## config.mk

```make
export PLATFORM = sky130hd
export DESIGN_NAME = axis_dsrc
export DESIGN_NICKNAME = d
export VERILOG_FILES = /design/src/rtl/axis_dsrc_pkg.sv /design/src/rtl/axis_dsrc_lfsr.sv /design/src/rtl/axis_dsrc.sv
export SDC_FILE = /design/constraint.sdc
export NUM_CORES = 1
export LEC_CHECK = 0
export BUFFER_PORTS_ARGS = -buffer_cell sky130_fd_sc_hd__clkbuf_2
export CORE_MARGIN = 2
export CORE_UTILIZATION = 50
export CTS_CLUSTER_DIAMETER = 40
export DETAILED_ROUTE_END_ITERATION = 10
export PLACE_DENSITY = 0.81
export SLEW_MARGIN = 20
export SYNTH_ARGS = -nofsm -noshare
export SYNTH_HDL_FRONTEND = slang
export SYNTH_SLANG_ARGS = --single-unit
```

## constraint.sdc

```tcl
create_clock -name AXIS_ACLK -period 3.4 [get_ports AXIS_ACLK]
set_input_delay 0.17 -clock AXIS_ACLK [delete_from_list [all_inputs] [get_ports AXIS_ACLK]]
set_output_delay 0.17 -clock AXIS_ACLK [all_outputs]
set_load 0.01 [all_outputs]
```

## src/rtl/axis_dsrc_pkg.sv

```systemverilog
// Shared constants and types for the axis_dsrc stream source.
// Holds command opcodes, FSM state encoding, LFSR settings and the checksum step.
package axis_dsrc_pkg;

    localparam logic [3:0] OP_START      = 4'd1;
    localparam logic [3:0] OP_CLEAR      = 4'd2;
    localparam logic [3:0] OP_STOP       = 4'd3;
    localparam logic [3:0] OP_SET_PKTLEN = 4'd4;
    localparam logic [3:0] OP_SET_LIMIT  = 4'd5;
    localparam logic [3:0] OP_SET_MODE   = 4'd6;

    localparam logic [31:0] LFSR_POLY      = 32'h8020_0003;
    localparam logic [31:0] LFSR_SEED      = 32'h0000_0001;
    localparam logic [15:0] PKTLEN_DEFAULT = 16'd16;

    typedef enum logic [1:0] {
        IDLE  = 2'd0,
        RUN   = 2'd1,
        DRAIN = 2'd2,
        DONE  = 2'd3
    } state_t;

    // Rotate right by one, then add the beat; identical to the sink's algorithm.
    function automatic logic [63:0] csum_step(input logic [63:0] sum, input logic [63:0] data);
        return {sum[0], sum[63:1]} + data;
    endfunction

endpackage

```

## src/rtl/axis_dsrc_lfsr.sv

```systemverilog
// 32-bit Galois LFSR used for the pseudo-random data pattern.
// Exposes both the current value and the value after one more step.
module axis_dsrc_lfsr
    import axis_dsrc_pkg::*;
(
    input  logic        clk,
    input  logic        rst_n,
    input  logic        advance,
    input  logic        clear,
    output logic [31:0] value,
    output logic [31:0] next_value
);

    // Bit 0 of the polynomial is the shifted-out feedback bit itself, not a tap.
    always_comb begin
        next_value = {1'b0, value[31:1]} ^ ({32{value[0]}} & {LFSR_POLY[31:1], 1'b0});
    end

    always_ff @(posedge clk or negedge rst_n) begin
        if (!rst_n) begin
            value <= LFSR_SEED;
        end else if (clear) begin
            value <= LFSR_SEED;
        end else if (advance) begin
            value <= next_value;
        end
    end

endmodule

```

## src/rtl/axis_dsrc.sv

```systemverilog
// Command-driven AXI-stream beat source (counter or LFSR pattern) with
// byte count and rotate-add checksum of every accepted beat.
module axis_dsrc
    import axis_dsrc_pkg::*;
#(
    parameter int C_M_AXIS_TDATA_NUM_BYTES = 4
) (
    input  logic                                  AXIS_ACLK,
    input  logic                                  AXIS_ARESETN,
    output logic                                  M_AXIS_TVALID,
    input  logic                                  M_AXIS_TREADY,
    output logic [8*C_M_AXIS_TDATA_NUM_BYTES-1:0] M_AXIS_TDATA,
    output logic [C_M_AXIS_TDATA_NUM_BYTES-1:0]   M_AXIS_TSTRB,
    output logic                                  M_AXIS_TLAST,
    input  logic [31:0]                           cmd,
    input  logic                                  new_cmd,
    output logic [31:0]                           stat,
    output logic [31:0]                           sent_bytes,
    output logic [63:0]                           checksum
);

    localparam int unsigned NB  = C_M_AXIS_TDATA_NUM_BYTES;
    localparam int unsigned TW  = 8 * NB;
    localparam int unsigned REP = (TW + 31) / 32;

    state_t         state_q, state_d;
    logic [TW-1:0]  tdata_q;
    logic           tlast_q;
    logic [31:0]    beat_cnt;
    logic [15:0]    pkt_cnt;
    logic [15:0]    pkt_len;
    logic [15:0]    beat_limit;
    logic           mode;
    logic [31:0]    lfsr_value;
    logic [31:0]    lfsr_next;

    logic [3:0]     opcode;
    logic [15:0]    arg;
    logic           do_clear;
    logic           do_start;
    logic           do_stop;
    logic           tvalid;
    logic           accept;
    logic           limit_hit;
    logic [31:0]    beat_nxt;
    logic [15:0]    pkt_nxt;
    logic           unused_cmd_bits;

    assign opcode          = cmd[3:0];
    assign arg             = cmd[31:16];
    assign unused_cmd_bits = ^cmd[15:4];

    assign do_clear = new_cmd && (opcode == OP_CLEAR);
    assign do_start = new_cmd && (opcode == OP_START) && (state_q == IDLE);
    assign do_stop  = new_cmd && (opcode == OP_STOP);

    assign tvalid    = (state_q == RUN) || (state_q == DRAIN);
    assign accept    = tvalid && M_AXIS_TREADY && !do_clear;
    assign limit_hit = (beat_limit != 16'd0) && (beat_cnt == {16'd0, beat_limit} - 32'd1);
    assign beat_nxt  = beat_cnt + 32'd1;
    assign pkt_nxt   = tlast_q ? 16'd0 : pkt_cnt + 16'd1;

    function automatic logic [TW-1:0] pattern(input logic [31:0] beat, input logic [31:0] lv,
                                              input logic lfsr_mode);
        logic [TW+31:0]     ext;
        logic [32*REP-1:0]  rep;
        ext = {{TW{1'b0}}, beat};
        rep = {REP{lv}};
        return lfsr_mode ? rep[TW-1:0] : ext[TW-1:0];
    endfunction

    function automatic logic tlast_fn(input logic [15:0] pkt, input logic [31:0] beat,
                                      input logic [15:0] plen, input logic [15:0] lim);
        return (pkt == plen - 16'd1) || ((lim != 16'd0) && (beat == {16'd0, lim} - 32'd1));
    endfunction

    axis_dsrc_lfsr u_lfsr (
        .clk        (AXIS_ACLK),
        .rst_n      (AXIS_ARESETN),
        .advance    (accept),
        .clear      (do_clear),
        .value      (lfsr_value),
        .next_value (lfsr_next)
    );

    always_ff @(posedge AXIS_ACLK or negedge AXIS_ARESETN) begin
        if (!AXIS_ARESETN) begin
            state_q <= IDLE;
        end else begin
            state_q <= state_d;
        end
    end

    // A limit-reaching accept always ends in DONE, even with a STOP in the same cycle.
    always_comb begin
        state_d = state_q;
        case (state_q)
            IDLE: begin
                if (do_start) state_d = RUN;
            end
            RUN: begin
                if (accept) begin
                    if (limit_hit)              state_d = DONE;
                    else if (do_stop && tlast_q) state_d = IDLE;
                    else if (do_stop)            state_d = DRAIN;
                end else if (do_stop) begin
                    state_d = DRAIN;
                end
            end
            DRAIN: begin
                if (accept) begin
                    if (limit_hit)    state_d = DONE;
                    else if (tlast_q) state_d = IDLE;
                end
            end
            DONE: begin
                state_d = DONE;
            end
            default: state_d = IDLE;
        endcase
        if (do_clear) state_d = IDLE;
    end

    always_ff @(posedge AXIS_ACLK or negedge AXIS_ARESETN) begin
        if (!AXIS_ARESETN) begin
            tdata_q    <= '0;
            tlast_q    <= 1'b0;
            beat_cnt   <= '0;
            pkt_cnt    <= '0;
            sent_bytes <= '0;
            checksum   <= '0;
            pkt_len    <= PKTLEN_DEFAULT;
            beat_limit <= '0;
            mode       <= 1'b0;
        end else if (do_clear) begin
            tdata_q    <= '0;
            tlast_q    <= 1'b0;
            beat_cnt   <= '0;
            pkt_cnt    <= '0;
            sent_bytes <= '0;
            checksum   <= '0;
        end else begin
            if (new_cmd && state_q == IDLE) begin
                case (opcode)
                    OP_SET_PKTLEN: if (arg != 16'd0) pkt_len <= arg;
                    OP_SET_LIMIT:  beat_limit <= arg;
                    OP_SET_MODE:   mode <= arg[0];
                    default: ;
                endcase
            end
            if (do_start) begin
                tdata_q <= pattern(beat_cnt, lfsr_value, mode);
                tlast_q <= tlast_fn(pkt_cnt, beat_cnt, pkt_len, beat_limit);
            end
            if (accept) begin
                beat_cnt   <= beat_nxt;
                pkt_cnt    <= pkt_nxt;
                sent_bytes <= sent_bytes + 32'(NB);
                checksum   <= csum_step(checksum, 64'(tdata_q));
                tdata_q    <= pattern(beat_nxt, lfsr_next, mode);
                tlast_q    <= tlast_fn(pkt_nxt, beat_nxt, pkt_len, beat_limit);
            end
        end
    end

    assign M_AXIS_TVALID = tvalid;
    assign M_AXIS_TDATA  = tdata_q;
    assign M_AXIS_TLAST  = tlast_q;
    assign M_AXIS_TSTRB  = '1;
    assign stat          = {29'd0, state_q == DRAIN, state_q == DONE, tvalid};

endmodule

```

Yosys cells after proc, flatten, opt, wreduce, memory -nomap -nowiden
Cells that the tools add are included.
- $add $sub $neg: 6
- reduce and logical (&&, ||, !) cells: 23
- eq/ne operators: 16
- muxes and demuxes: 29
- bitwise gates (word level): 2
- operators by type and width (cell ; count):
    $mux W32 ; 11
    $mux W64 ; 2
    $add A64 B32 Y64 ; 1
    $eq A32 B32 Y1 ; 2
    $mux W16 ; 3
    $add A32 B1 Y32 const B ; 1
    $add A32 B3 Y32 const B ; 1
    $eq A16 B16 Y1 ; 2
    $reduce_bool A16 Y1 ; 2
    $xor A31 B32 Y32 ; 1
    $mux W2 ; 9
    $sub A16 B1 Y17 const B ; 1
    $add A16 B1 Y16 const B ; 1
    $sub A16 B1 Y16 const B ; 1
    $eq A4 B3 Y1 const B ; 3
    $logic_and A1 B1 Y1 ; 10
    $reduce_and A3 Y1 ; 3
    $eq A4 B2 Y1 const B ; 2
    $pmux W2 S4 ; 1
    $eq A2 B2 Y1 const B ; 2
    $eq A4 B1 Y1 const B ; 1
    $ne A4 B1 Y1 const B ; 1
    $reduce_and A4 Y1 ; 1
    $logic_or A1 B1 Y1 ; 3
    other kinds (9) ; 11
- output and inout bits: 166
- register bits: 244

Longest topological paths before layout
Gate-level depths: netlist (run 1).
- word-level depth: 8
- depth in mapped cells: 14
- depth with buffers taken out: 12

Modules after synthesis
From an unflattened synthesis (run 1), not the netlist that was laid out.
- cells, all modules: 2083
- area total of the unflattened synthesis: 17385.4 um2
- modules (own cells, without submodules) (module ; cells an instance ; area each (um2) ; times used):
    axis_dsrc ; 1946 ; 15797.7 ; 1
    axis_dsrc_lfsr ; 137 ; 1587.8 ; 1

Worst setup path after synthesis (run 1)
Ideal clock, no wire load.
- path type: register -> register
- from: register tdata_q[0] (netlist: M_AXIS_TDATA[0])
- to: register checksum[52]
- path buffers: 2
- arrival time: 2.898 ns
- stages on the path, launching flop included: 14
- period minus slack after synthesis: 3.035 ns
- slack: 0.365 ns
- library setup time: 0.136 ns
- cells stage by stage: dfrtp_1 > ha_1 > inv_1 > fa_1 > nor2b_1 > o31a_1 > a41oi_1 > o21a_1 > a211oi_2 > o211ai_1 > buf_2 > buf_2 > o311ai_0 > a21oi_1
- cells in the longest elaborated chain, start to end: 3
- RTL lines (what ; RTL line ; source):
    start: declaration ; axis_dsrc.sv:27 ; logic [TW-1:0] tdata_q;
    start signal: assignment ; axis_dsrc.sv:152 ; tdata_q <= pattern(beat_cnt, lfsr_value, mode);
    start signal: assignment ; axis_dsrc.sv:160 ; tdata_q <= pattern(beat_nxt, lfsr_next, mode);
    $add A64 B32 Y64 ; axis_dsrc_pkg.sv:25 ; return {sum[0], sum[63:1]} + data;
    $mux W64 ; axis_dsrc.sv:155 ; if (accept) begin
    $mux W64 ; axis_dsrc.sv:135 ; end else if (do_clear) begin
    end signal: assignment ; axis_dsrc.sv:159 ; checksum <= csum_step(checksum, 64'(tdata_q));
    end: declaration ; axis_dsrc.sv:19 ; output logic [63:0] checksum
No other way between the ends. The select of a mux whose other input is x is not followed.
A chain may end at the register's enable or synchronous reset.

Final worst setup path (run 1)
- from: register pkt_cnt[0]
- to: register tlast_q (netlist: M_AXIS_TLAST)
- cells in the longest elaborated chain, start to end: 6
- RTL lines (what ; RTL line ; source):
    start: declaration ; axis_dsrc.sv:30 ; logic [15:0] pkt_cnt;
    start signal: assignment ; axis_dsrc.sv:157 ; pkt_cnt <= pkt_nxt;
    $add A16 B1 Y16 ; axis_dsrc.sv:61 ; assign pkt_nxt = tlast_q ? 16'd0 : pkt_cnt + 16'd1;
    $mux W16 ; axis_dsrc.sv:61 ;
    $eq A16 B16 Y1 ; axis_dsrc.sv:74 ; return (pkt == plen - 16'd1) || ((lim != 16'd0) && (beat == {16'd0, lim} - 32'd1));
    $logic_or A1 B1 Y1 ; axis_dsrc.sv:74 ;
    $mux W1 (*) ; axis_dsrc.sv:155 ;
    $mux W1 (*) ; axis_dsrc.sv:135 ;
    end signal: assignment ; axis_dsrc.sv:153 ; tlast_q <= tlast_fn(pkt_cnt, beat_cnt, pkt_len, beat_limit);
    end signal: assignment ; axis_dsrc.sv:161 ; tlast_q <= tlast_fn(pkt_nxt, beat_nxt, pkt_len, beat_limit);
    end: declaration ; axis_dsrc.sv:28 ; logic tlast_q;
Every way passes the cells marked *; elsewhere a longest branch is shown, timed or not. The select of a mux whose other input is x is not followed.

==> reports/metrics.csv, run 1 <==
stage,metric,value,unit
route,via count,15200,
sta,Final Cycle Share,96.6,%
yosys,Post-Syn Area,0.0166,mm2
global_routing,pin count of the biggest net entering global routing,161,
yosys,number of flops mapped to enable cells by yosys,0,
setup_path,Critical Path Source Type,flop,
setup_path,FF-to-FF setup slack,0.12,ns
die,Die Height,186,um
cts,Clock Tree Root,clkbuf_16,
run,max-cap violations,0,
power,Max VDD drop,0.747,mV
yosys,Compound-Gate Fraction of Synth Area,15.5,%
global_routing,vias in the first global route,14300,
sta,Fin Clk Skew,0.0321,ns
cells_and_area,share of layout cells above drive strength 1,16.3,%
cts,"Reg clk slew, reported paths",0.06,ns
cts,CTS Sinks,242,
setup_path,Critical R2R Launch,pkt_cnt[0]$_DFFE_PN0P_,
worst_hold_path,hold_sp,new_cmd,
yosys,multiplexer share of the synthesized area,3.55,%
die,Core ar.,0.0326,mm2
route,post-route ant nets,0,
route,DR iter-0 viols,1105,
placement,Post-DP HPWL,30100,um
route,final WL,44800,um
yosys,main combinational cell family by area after synthesis,simple AND/OR/NAND/NOR gates,
yosys,syn avg cell area,8.29,um2
yosys,area share of and/or/nand/nor cells after synthesis,23.8,%
cells_and_area,Fill cells,2763,
sta,Slew @ Worst Pin,0.773,ns
yosys,synth unique cells,91,
route,Vias/cell,5.90,
die,IO Count,202,
route,DRC,0,
power,Lkg Pwr,0.00839,uW
sta,Fmax achieved,305,MHz
global_routing,antenna violations before repair,0,
setup_path,arrival time worst endpoint,3.75,ns
die,Die W,186,um
sta,total negative slack,0,ns
cells_and_area,ANT cells,0,
die,Initial Utilization,50.8,%
cts,Clock Latency Late Sink,0.55,ns
yosys,ys flop type,dfrtp_1,
setup_path,capturing point of the worst reg2reg path,M_AXIS_TLAST$_DFFE_PN0P_,
setup_path,Critical Path RT,3.87,ns
sta,endpoints failing hold,0,
global_routing,global-route wire length before repair,71900,um
yosys,"Seq/Total Area, Yosys",36.5,%
die,Site Rows,66,
placement,routability cong.,0.946,
setup_path,Setup CP Type,flop to flop,
yosys,Post-Synth Adder-Cell Area,3.29,%
setup_path,crit path max fanout,8,
yosys,Mapped Cells,2001,
die,Die Footprint,0.0346,mm2
cells_and_area,most frequent cells in the layout,"nand2_1, dfrtp_1, nor2_1",
route,First-pass DRT Iterations,5,
cts,CTS buffer count,38,
yosys,Synthesis Warnings,0,
yosys,Synth Register Bits,242,
yosys,ys async rst share,100,%
placement,IO Port Bufs,154,
cells_and_area,Area Growth Syn to Fin,15.6,%
sta,final setup vio count,0,
sta,worst setup margin,0.116,ns
global_routing,GRT Residual Overflow,0,
cts,Max H-tree Level,2,
worst_hold_path,Worst Hold Path EP,mode$_DFFE_PN0P_,
sta,min Tclk post-route,3.28,ns
setup_path,CP Capture Type,flop,
cells_and_area,"most common cell after layout, fill and taps aside",nand2_1,
yosys,xor/xnor cell area share of the yosys netlist,11.3,%
setup_path,path depth of the worst reg2reg path,10,
cells_and_area,# nets final,2193,
route,Avg WL per Cell,17.3,um
placement,Post-Place Setup Slack,0.0220,ns
global_routing,Tot GR Track Use,25.4,%
cts,clk buf depth,3,
outcome,status,completed,
sta,"Slew Viols, Final",0,
power,PwrDens,890,mW/mm2
cts,TritonCTS clock tree,yes,
worst_hold_path,WHS Path Cells,4,
worst_hold_path,Hold WC Path Type,input port to flop,
sta,Slew headroom,48.3,%
area by class of cell:
cell class,instances,area [um2],area share [%]
Clock inverter,26,339,1.77
Clock buffer,44,1040,5.45
Multi-Input combinational cell,1584,9750,50.9
Timing Repair Buffer,207,1270,6.63
Tap cell,442,553,2.88
Inverter,41,154,0.803
Sequential cell,242,6060,31.6
layer usage:
metal / wire length (um) / part of all wire [%] / track usage, % / vias up
li1: - / - / - / 7163
met1: 19500 / 43 / 34.1 / 7388
met2: 21100 / 47 / 41.8 / 581
met3: 2850 / 6.4 / 3.56 / 116
met4: 1400 / 3.1 / 9.73 / 0
met5: 0 / 0 / 0 / -
critical path, cell delays in order (launching register included):
cell     delay [ns]
dfrtp_1        0.48
ha_1           0.32
nand3_2        0.20
nor4_1         0.61
xnor2_1        0.23
nor4b_1        0.34
a31oi_1        0.09
o22ai_1        0.15
or4b_1         0.50
o21a_1         0.20
a21oi_2        0.10
cells in the mapped netlist, drive strengths merged (4+ instances only):
library cell	count	area, um2
or2	5	31.3
nand4b	4	35.0
nand4	35	231
a2111oi	5	68.8
ha	42	526
o211ai	8	60.1
a22o	4	35.0
clkbuf	83	320
o22ai	4	25.0
o31ai	7	52.6
nor4b	8	76.3
and3	24	151
or3	14	87.6
nand2b	11	68.8
xnor2	131	1150
o21bai	8	60.1
inv	41	154
dfrtp	240	6010
nor4	30	236
nor2b	9	56.3
mux2i	16	160
nor3b	8	65.1
nand3b	6	45.0
nand3	84	443
xor2	81	717
a21o	19	143
or4	13	109
and4	11	96.3
and2	13	81.3
nor3	50	282
o21ai	134	671
o21a	16	120
a21oi	158	798
nor2	181	684
a31oi	15	93.8
o311ai	9	78.8
a22oi	6	45.0
a211oi	10	80.1
nand2	300	1130
mux2	38	428
buf	84	523
flip-flops by register name (all words and copies together), names as in the netlist:
name          cells
pkt_len          16
u_lfsr.value     32
beat_cnt         32
beat_limit       16
M_AXIS_TDATA     32
sent_bytes       30
pkt_cnt          16
M_AXIS_TLAST      1
state_q           2
mode              1
checksum         64
how the worst max path moves through the flow:
stage	startpoint	end	slack (ns)	cells after the start
final	pkt_cnt[0]$_DFFE_PN0P_	M_AXIS_TLAST$_DFFE_PN0P_	0.12	10
after global routing	M_AXIS_TDATA[0]$_DFFE_PN0P_	checksum[54]$_DFFE_PN0P_	-0.002	13
after CTS	M_AXIS_TDATA[0]$_DFFE_PN0P_	checksum[54]$_DFFE_PN0P_	0.05	13
after detailed placement	M_AXIS_TDATA[0]$_DFFE_PN0P_	checksum[54]$_DFFE_PN0P_	0.02	13
after global placement	M_AXIS_TDATA[0]$_DFFE_PN0P_	checksum[54]$_DFFE_PN0P_	0.09	13
after floorplan	M_AXIS_TDATA[0]$_DFFE_PN0P_	checksum[52]$_DFFE_PN0P_	0.37	13
through the flow:
stage	area [um2]	cells	total power (uW)	hold WS, ns	util, %
2_1_floorplan	16700	2034	10500	-0.126	-
3_3_place_gp	17500	2496	12300	0.174	53.7
3_5_place_dp	17500	2496	12600	0.178	53.7
4_1_cts	19100	2583	16900	0.152	58.5
5_1_grt	19200	2586	18300	0.174	58.8
6_report	19200	2586	17100	0.174	58.8
logic make-up (layout without fill, tap and decap cells):
logic type,after synthesis,after routing
flops,242,242
mux,54,54
simple gates,810,810
xor+xnor,212,212
buf+inv,208,318
compound gates,430,430
fa+ha+maj,43,43
other cells,2,35
report_power, final:
part | internal (uW) | switching (uW) | total [uW]
combinational | 3170 | 4510 | 7680
clock | 2640 | 1580 | 4220
sequential | 3830 | 1340 | 5180
repair_timing:
action | in CTS | in global routing
setup endpoints to repair | 1 | 16
hold buffers | 17 | 0
hold endpoints to repair | 101 | 0
resized for setup | 2 | 15
buffers inserted | 0 | 3
pin swaps | 0 | 5
Power figures use the tool's default switching activity.
==> run 2, diff against run 1 <==
- ABC_AREA: default -> 1
==> run 2 against run 1 <==
  * Sequential cell count did not move
  * Global-route usage rose by 7.2 points
  * Register-to-register slack improved by 0.33 ns
  * Via count rose by 23%
  * Core utilization rose by 0.17 points
  * Clock skew fell by 0.019 ns
  * Wire length rose by 31%
  * First-iteration DRC count rose by 50%
  * Non-clock buffer count fell by 13
  * Critical path type unchanged
  * Critical endpoint is now checksum[38]$_DFFE_PN0P_
  * Largest cell class unchanged
  * Largest power group unchanged
==> reports/metrics.csv, run 2 <==
stage,metric,value,unit,change
sta,Final Cycle Share,86.8,%,-9.7 points
setup_path,Critical Path RT,3.78,ns,-0.09 ns
cells_and_area,"most common cell after layout, fill and taps aside",nand2_1,,
die,Initial Utilization,50.6,%,-0.25 points
placement,Post-DP HPWL,43800,um,+46%
power,Lkg Pwr,0.00975,uW,+16%
power,switching power of the nets,10100,uW,+35%
power,Sequential Power Share,26.4,%,-3.9 points
sta,Slew headroom,24.7,%,-24 points
yosys,Synth area leaders,"dfrtp_1, nand2_1, nor2_1",,
power,PwrDens,1010,mW/mm2,+13%
global_routing,vias in the first global route,17400,,+22%
route,post-route ant nets,0,,unchanged
yosys,main combinational cell family by area after synthesis,simple AND/OR/NAND/NOR gates,,
cts,Max H-tree Level,2,,unchanged
yosys,xor/xnor cell area share of the yosys netlist,2.09,%,-9.2 points
route,via count,18700,,+23%
yosys,Compound-Gate Fraction of Synth Area,15.7,%,+0.17 points
cts,clk buf depth,3,,unchanged
power,internal power,10400,uW,+7.7%
worst_hold_path,WHS Path Cells,3,,-1
worst_hold_path,Worst Hold Path EP,mode$_DFFE_PN0P_,,
sta,worst setup margin,0.448,ns,+0.331 ns
cells_and_area,max reg flops,64,,unchanged
worst_hold_path,Hold WC Path Type,input port to flop,,
cts,Clock Tree Root,clkbuf_16,,
sta,"Slew Viols, Final",0,,unchanged
global_routing,Tot GR Track Use,32.6,%,+7.2 points
setup_path,capturing point of the worst reg2reg path,checksum[38]$_DFFE_PN0P_,,
cells_and_area,ANT cells,0,,unchanged
global_routing,global-route wire length before repair,94100,um,+31%
setup_path,FF-to-FF setup slack,0.45,ns,+0.33 ns
yosys,area share of and/or/nand/nor cells after synthesis,34.0,%,+10 points
yosys,synth unique cells,53,,-42%
yosys,"Seq/Total Area, Yosys",34.8,%,-1.7 points
cells_and_area,Area Growth Syn to Fin,16.5,%,
yosys,Synthesis Warnings,0,,unchanged
setup_path,Setup CP Type,flop to flop,,
power,total power,20400,uW,+20%
run,max-cap violations,0,,unchanged
sta,total negative slack,0,ns,unchanged
global_routing,pin count of the biggest net entering global routing,93,,-42%
route,Vias/cell,5.64,,-4.3%
sta,RSZ-0062 raised after global routing,false,,
outcome,status,completed,,
yosys,Synth Register Bits,242,,unchanged
setup_path,crit path max fanout,5,,-3
yosys,ys flop type,dfrtp_1,,
sta,Slew @ Worst Pin,1.13,ns,+0.356 ns
yosys,Mapped Cells,2656,,+33%
die,IO Count,202,,unchanged
sta,final setup vio count,0,,unchanged
global_routing,met3 Usage GRT,5.94,%,+2.4 points
cts,"Reg clk slew, reported paths",0.05,ns,about the same
yosys,ys async rst share,100,%,unchanged
cts,TritonCTS clock tree,yes,,
yosys,multiplexer share of the synthesized area,0,%,-3.5 points
yosys,most common cell in the netlist,nand2_1,,
placement,Post-Place Setup Slack,0.420,ns,+0.398 ns
yosys,Yosys top cell area share,34.5,%,-1.7 points
global_routing,grt met2 use,51.1,%,+9.4 points
placement,IO Port Bufs,154,,unchanged
sta,Fmax achieved,339,MHz,+11%
cts,CTS buffer count,45,,+18%
power,sw frac,49.2,%,+5.7 points
route,final WL,58600,um,+31%
setup_path,Critical R2R Launch,M_AXIS_TDATA[0]$_DFFE_PN0P_,,
sta,Fin Clk Skew,0.0128,ns,-0.0194 ns
cells_and_area,Fill cells,3283,,+19%
setup_path,CP Capture Type,flop,,
die,Core ar.,0.0344,mm2,+5.4%
cells_and_area,register name with the most flops,checksum,,
route,DRC,0,,unchanged
yosys,Post-Syn Area,0.0174,mm2,+4.9%
cts,Clock Latency Late Sink,0.55,ns,about the same
setup_path,Critical Path Source Type,flop,,
cts,CTS Sinks,242,,unchanged
yosys,Synth top cells by count,"nand2_1, nor2_1, inv_1",,
route,First-pass DRT Iterations,6,,+1
cells_and_area,share of layout cells above drive strength 1,10.9,%,-5.4 points
die,Site Rows,68,,+3.0%
cells_and_area,most frequent cells in the layout,"nand2_1, nor2_1, inv_1",,
route,DR iter-0 viols,1653,,+50%
sta,min Tclk post-route,2.95,ns,-0.331 ns
die,Die Footprint,0.0363,mm2,+4.8%
setup_path,path depth of the worst reg2reg path,17,,+7
global_routing,M1 GR Usage,45.5,%,+11 points
global_routing,antenna violations before repair,0,,unchanged
placement,routability cong.,0.989,,+4.6%
route,Avg WL per Cell,17.7,um,+2.0%
global_routing,GRT Residual Overflow,0,,unchanged
cells_and_area,# nets final,2905,,+32%
die,Die Height,190,um,+2.4%
yosys,biggest area consumer among synthesized cells,dfrtp_1,,
yosys,syn avg cell area,6.55,um2,-21%
sta,WHS,0.0502,ns,-0.124 ns
yosys,number of flops mapped to enable cells by yosys,0,,unchanged
power,Max VDD drop,0.645,mV,-14%
setup_path,arrival time worst endpoint,3.33,ns,-0.42 ns
die,Die W,190,um,+2.4%
power,Clock Power Share,22.3,%,-2.4 points
global_routing,grt peak-use layer,met2,,
yosys,Post-Synth Adder-Cell Area,3.14,%,-0.15 points
worst_hold_path,hold_sp,cmd[3],,
sta,endpoints failing hold,0,,unchanged
power,Comb power frac,51.3,%,+6.3 points
## run 2: cell type report
class                      count  area (um2)  share of cell area (%)
timing repair buffer         194        1190                    5.87
clock inverter                26         280                    1.38
multi-input combinational   2018        9690                    47.8
sequential                   242        6060                    29.9
clock buffer                  54        1250                    6.18
inverter                     325        1220                    6.03
tap                          455         569                    2.81
## run 2: worst max-delay path, cell delays in order (launching register included)
cell and delay, ns:
dfrtp_1 0.38, ha_1 0.18, inv_1 0.05, fa_1 0.41, inv_1 0.07, nand3_1 0.06, nand2_1 0.15, nand2_1 0.09
nand2_1 0.13, a21oi_1 0.13, o21ai_1 0.27, nand2_1 0.09, nand2_1 0.28, nand2_1 0.09, nand2_1 0.14, a21oi_1 0.07
o21ai_0 0.08, o21ai_0 0.10
## run 2: how the worst max path moves through the flow
stage,from,end,cells past startpoint
after floorplan,M_AXIS_TDATA[0]$_DFFE_PN0P_,checksum[62]$_DFFE_PN0P_,17
after global placement,M_AXIS_TDATA[0]$_DFFE_PN0P_,checksum[62]$_DFFE_PN0P_,17
after detailed placement,M_AXIS_TDATA[0]$_DFFE_PN0P_,checksum[38]$_DFFE_PN0P_,17
after CTS,M_AXIS_TDATA[0]$_DFFE_PN0P_,checksum[38]$_DFFE_PN0P_,17
after global routing,M_AXIS_TDATA[0]$_DFFE_PN0P_,checksum[38]$_DFFE_PN0P_,17
final,M_AXIS_TDATA[0]$_DFFE_PN0P_,checksum[38]$_DFFE_PN0P_,17
## run 2: cells by family (layout without fill, tap and decap cells)
family          count (synthesis)  after routing
buf+inv                       429            599
xor+xnor                       40             40
compound gates                496            496
simple gates                 1404           1404
fa+ha+maj                      43             43
flops                         242            242
other cells                     2             35
## run 2: power by group through the flow
stage / clock network [uW] / logic, uW / registers, uW
5_1_grt: 4750 / 11800 / 5530
2_1_floorplan: 0 / 7100 / 5140
3_5_place_dp: 0 / 10200 / 5380
6_report: 4550 / 10500 / 5400
3_3_place_gp: 0 / 10000 / 5330
4_1_cts: 4600 / 10300 / 5340
## run 2: layer usage
metal,share of wire [%],up-vias
met5,0,-
met4,3.3,0
met3,9.0,138
met2,45,884
met1,43,8713
li1,-,8965
## run 2: repair_timing
| action | in CTS | in global routing |
|---|---|---|
| setup endpoints to repair | 0 | 2 |
| setup buffers | 0 | 0 |
| resized for setup | 0 | 1 |
| hold endpoints to repair | 99 | 0 |
| hold buffers | 18 | 0 |
## run 2: metrics by stage
stage                     instances  util [%]  area, um2
final                          3314      59.0      20300
after global routing           3314      59.0      20300
after CTS                      3314      59.0      20300
after detailed placement       3216      54.0      18600
after global placement         3216      54.0      18600
after floorplan                2689         -      17500
==> run 3, diff against run 2 <==
- PLACE_DENSITY: 0.81 -> 0.76
==> run 3 against run 2 <==
  * Setup slack lost 0.10 ns
  * Die area is the same
  * Via count shrank 0.14%
  * Sequential power is essentially flat
  * Sequential share of layout area grew 0.067 points
  * Core utilization shrank 0.13 points
  * Largest power group unchanged
  * Highest routed layer unchanged
==> reports/metrics.csv, run 3 (same netlist as run 2, synthesis figures left out) <==
stage,metric,value,unit,change
cells_and_area,area of the multi-input gates,0.00969,mm2,unchanged
sta,Fin Clk Skew,0.0267,ns,+0.0139 ns
setup_path,Crit path buffers/inverters,3,,+1
route,final WL,57000,um,-2.8%
route,via count,18700,,-0.14%
setup_path,CP Capture Type,flop,,
sta,WHS,0.0110,ns,-0.0393 ns
cts,TritonCTS clock tree,yes,,
cells_and_area,"most common cell after layout, fill and taps aside",nand2_1,,
setup_path,Critical R2R Launch,M_AXIS_TDATA[0]$_DFFE_PN0P_,,
worst_hold_path,Worst Hold Path EP,mode$_DFFE_PN0P_,,
power,Lkg Pwr,0.00972,uW,-0.30%
die,Core ar.,0.0344,mm2,unchanged
sta,min Tclk post-route,3.05,ns,+0.102 ns
cts,CTS buffer count,43,,-4.4%
sta,total negative slack,0,ns,unchanged
route,post-route ant nets,0,,unchanged
sta,Fmax achieved,327,MHz,-3.3%
cts,Clock Latency Late Sink,0.56,ns,about the same
power,sw frac,49.5,%,+0.35 points
setup_path,crit path max fanout,5,,unchanged
cts,CTS Sinks,242,,unchanged
die,IO Count,202,,unchanged
cells_and_area,Fill cells,3323,,+1.2%
placement,IO Port Bufs,154,,unchanged
die,Die Height,190,um,unchanged
die,Site Rows,68,,unchanged
sta,RSZ-0062 raised after global routing,false,,
cts,clk buf depth,3,,unchanged
global_routing,pin count of the biggest net entering global routing,98,,+5.4%
cells_and_area,most frequent cells in the layout,"nand2_1, nor2_1, inv_1",,
worst_hold_path,hold_sp,cmd[0],,
sta,endpoints failing hold,0,,unchanged
route,First-pass DRT Iterations,6,,unchanged
setup_path,arrival time worst endpoint,3.47,ns,+0.14 ns
global_routing,vias in the first global route,17500,,+0.28%
setup_path,path depth of the worst reg2reg path,17,,unchanged
power,switching power of the nets,10100,uW,+0.24%
sta,Slew @ Worst Pin,1.09,ns,-0.0392 ns
setup_path,Setup CP Type,flop to flop,,
power,Sequential Power Share,26.5,%,about the same
setup_path,"most used cell, CP",nand2_1,,
setup_path,Critical Path Source Type,flop,,
setup_path,Worst path max stage delay,0.40,ns,about the same
global_routing,antenna violations before repair,0,,unchanged
cells_and_area,share of layout cells above drive strength 1,10.9,%,-0.062 points
cells_and_area,register name with the most flops,checksum,,
cts,Max H-tree Level,2,,unchanged
setup_path,capturing point of the worst reg2reg path,checksum[46]$_DFFE_PN0P_,,
cells_and_area,max reg flops,64,,unchanged
route,Avg WL per Cell,17.2,um,-2.8%
sta,"Slew Viols, Final",0,,unchanged
cells_and_area,# nets final,2902,,-0.10%
setup_path,Crit path max-delay family,simple AND/OR/NAND/NOR gates,,
setup_path,CP Cell Sequence,"ha_1, inv_1, fa_1, inv_1, nand3_1, nand2_1, nand2_1, nand2_1, a21oi_1, o21ai_0, nand2_1, nand2_1, inv_1, o21bai_1, nand2_1, nand2_1, o21ai_0",,
sta,Slew headroom,27.3,%,+2.6 points
power,internal power,10300,uW,-1.1%
worst_hold_path,WHS Path Cells,3,,unchanged
cells_and_area,Area Growth Syn to Fin,16.3,%,
die,Die Footprint,0.0363,mm2,unchanged
global_routing,GRT Residual Overflow,0,,unchanged
sta,Final Cycle Share,89.8,%,+3.0 points
placement,routability cong.,1.02,,+3.3%
cells_and_area,FF/Latch Area,0.00606,mm2,unchanged
route,DR iter-0 viols,1671,,+1.1%
setup_path,Critical Path RT,3.81,ns,+0.03 ns
power,Max VDD drop,0.676,mV,+4.7%
power,PwrDens,1010,mW/mm2,-0.24%
worst_hold_path,Hold WC Path Type,input port to flop,,
setup_path,FF-to-FF setup slack,0.35,ns,-0.10 ns
route,DRC,0,,unchanged
global_routing,Tot GR Track Use,31.5,%,-1.1 points
placement,Post-DP HPWL,42300,um,-3.4%
global_routing,global-route wire length before repair,91800,um,-2.4%
die,Initial Utilization,50.6,%,unchanged
cells_and_area,ANT cells,0,,unchanged
route,Vias/cell,5.64,,about the same
die,Die W,190,um,unchanged
run,max-cap violations,0,,unchanged
setup_path,crit path max-delay cell type,fa_1,,
sta,final setup vio count,0,,unchanged
power,Comb power frac,51.1,%,-0.2 points
power,Clock Power Share,22.4,%,about the same
cts,"Reg clk slew, reported paths",0.05,ns,about the same
cts,Clock Tree Root,clkbuf_16,,
outcome,status,completed,,
-- run 3: repair_timing --
action,in CTS,in global routing
setup buffers,0,0
setup endpoints to repair,0,0
gates resized for setup,0,0
hold buffers,17,0
hold endpoints to repair,126,0
-- run 3: worst max path at each step --
stage	cells past startpoint	end	startpoint	slack [ns]
3_3_place_gp	17	checksum[62]$_DFFE_PN0P_	M_AXIS_TDATA[0]$_DFFE_PN0P_	0.51
6_report	17	checksum[46]$_DFFE_PN0P_	M_AXIS_TDATA[0]$_DFFE_PN0P_	0.35
3_5_place_dp	17	checksum[46]$_DFFE_PN0P_	M_AXIS_TDATA[0]$_DFFE_PN0P_	0.46
5_1_grt	17	checksum[62]$_DFFE_PN0P_	M_AXIS_TDATA[0]$_DFFE_PN0P_	0.06
4_1_cts	17	checksum[46]$_DFFE_PN0P_	M_AXIS_TDATA[0]$_DFFE_PN0P_	0.44
2_1_floorplan	17	checksum[62]$_DFFE_PN0P_	M_AXIS_TDATA[0]$_DFFE_PN0P_	1.01
-- run 3: stage by stage --
| stage | util, % | cells | setup slack (ns) | area [um2] | power (uW) |
|---|---|---|---|---|---|
| finish | 58.8 | 3312 | 0.346 | 20200 | 20300 |
| global route | 58.8 | 3312 | 0.0568 | 20200 | 22000 |
| CTS | 58.8 | 3312 | 0.441 | 20200 | 20200 |
| detailed placement | 53.9 | 3216 | 0.464 | 18500 | 15500 |
| global placement | 53.9 | 3216 | 0.506 | 18500 | 15300 |
| floorplan | - | 2689 | 1.01 | 17500 | 12200 |
-- run 3: layout make-up --
cell class / instances / share of cell area [%]
Sequential cell: 242 / 30.0
Timing Repair Buffer: 193 / 5.77
Tap cell: 455 / 2.82
Multi-Input combinational cell: 2018 / 47.9
Inverter: 325 / 6.04
Clock buffer: 49 / 5.58
Clock inverter: 30 / 1.89
-- run 3: power groups by stage --
stage / sequential [uW] / combinational [uW] / clock [uW]
3_3_place_gp: 5340 / 9970 / 0
3_5_place_dp: 5390 / 10200 / 0
4_1_cts: 5360 / 10300 / 4600
2_1_floorplan: 5140 / 7100 / 0
6_report: 5400 / 10400 / 4560
5_1_grt: 5530 / 11700 / 4740
-- run 3: worst min-delay path, cell delays in order --
cell and delay (ns):
clkbuf_2 0.09, nor2_1 0.08, a31oi_1 0.17
-- run 3: metal layers --
metal  vias up  part of all wire, %  track usage (%)
met3       136                  9.3             5.98
met5         -                    0                0
li1       8965                    -                -
met2       860                   44             48.9
met4         0                  3.6             12.3
met1      8712                   43             43.3
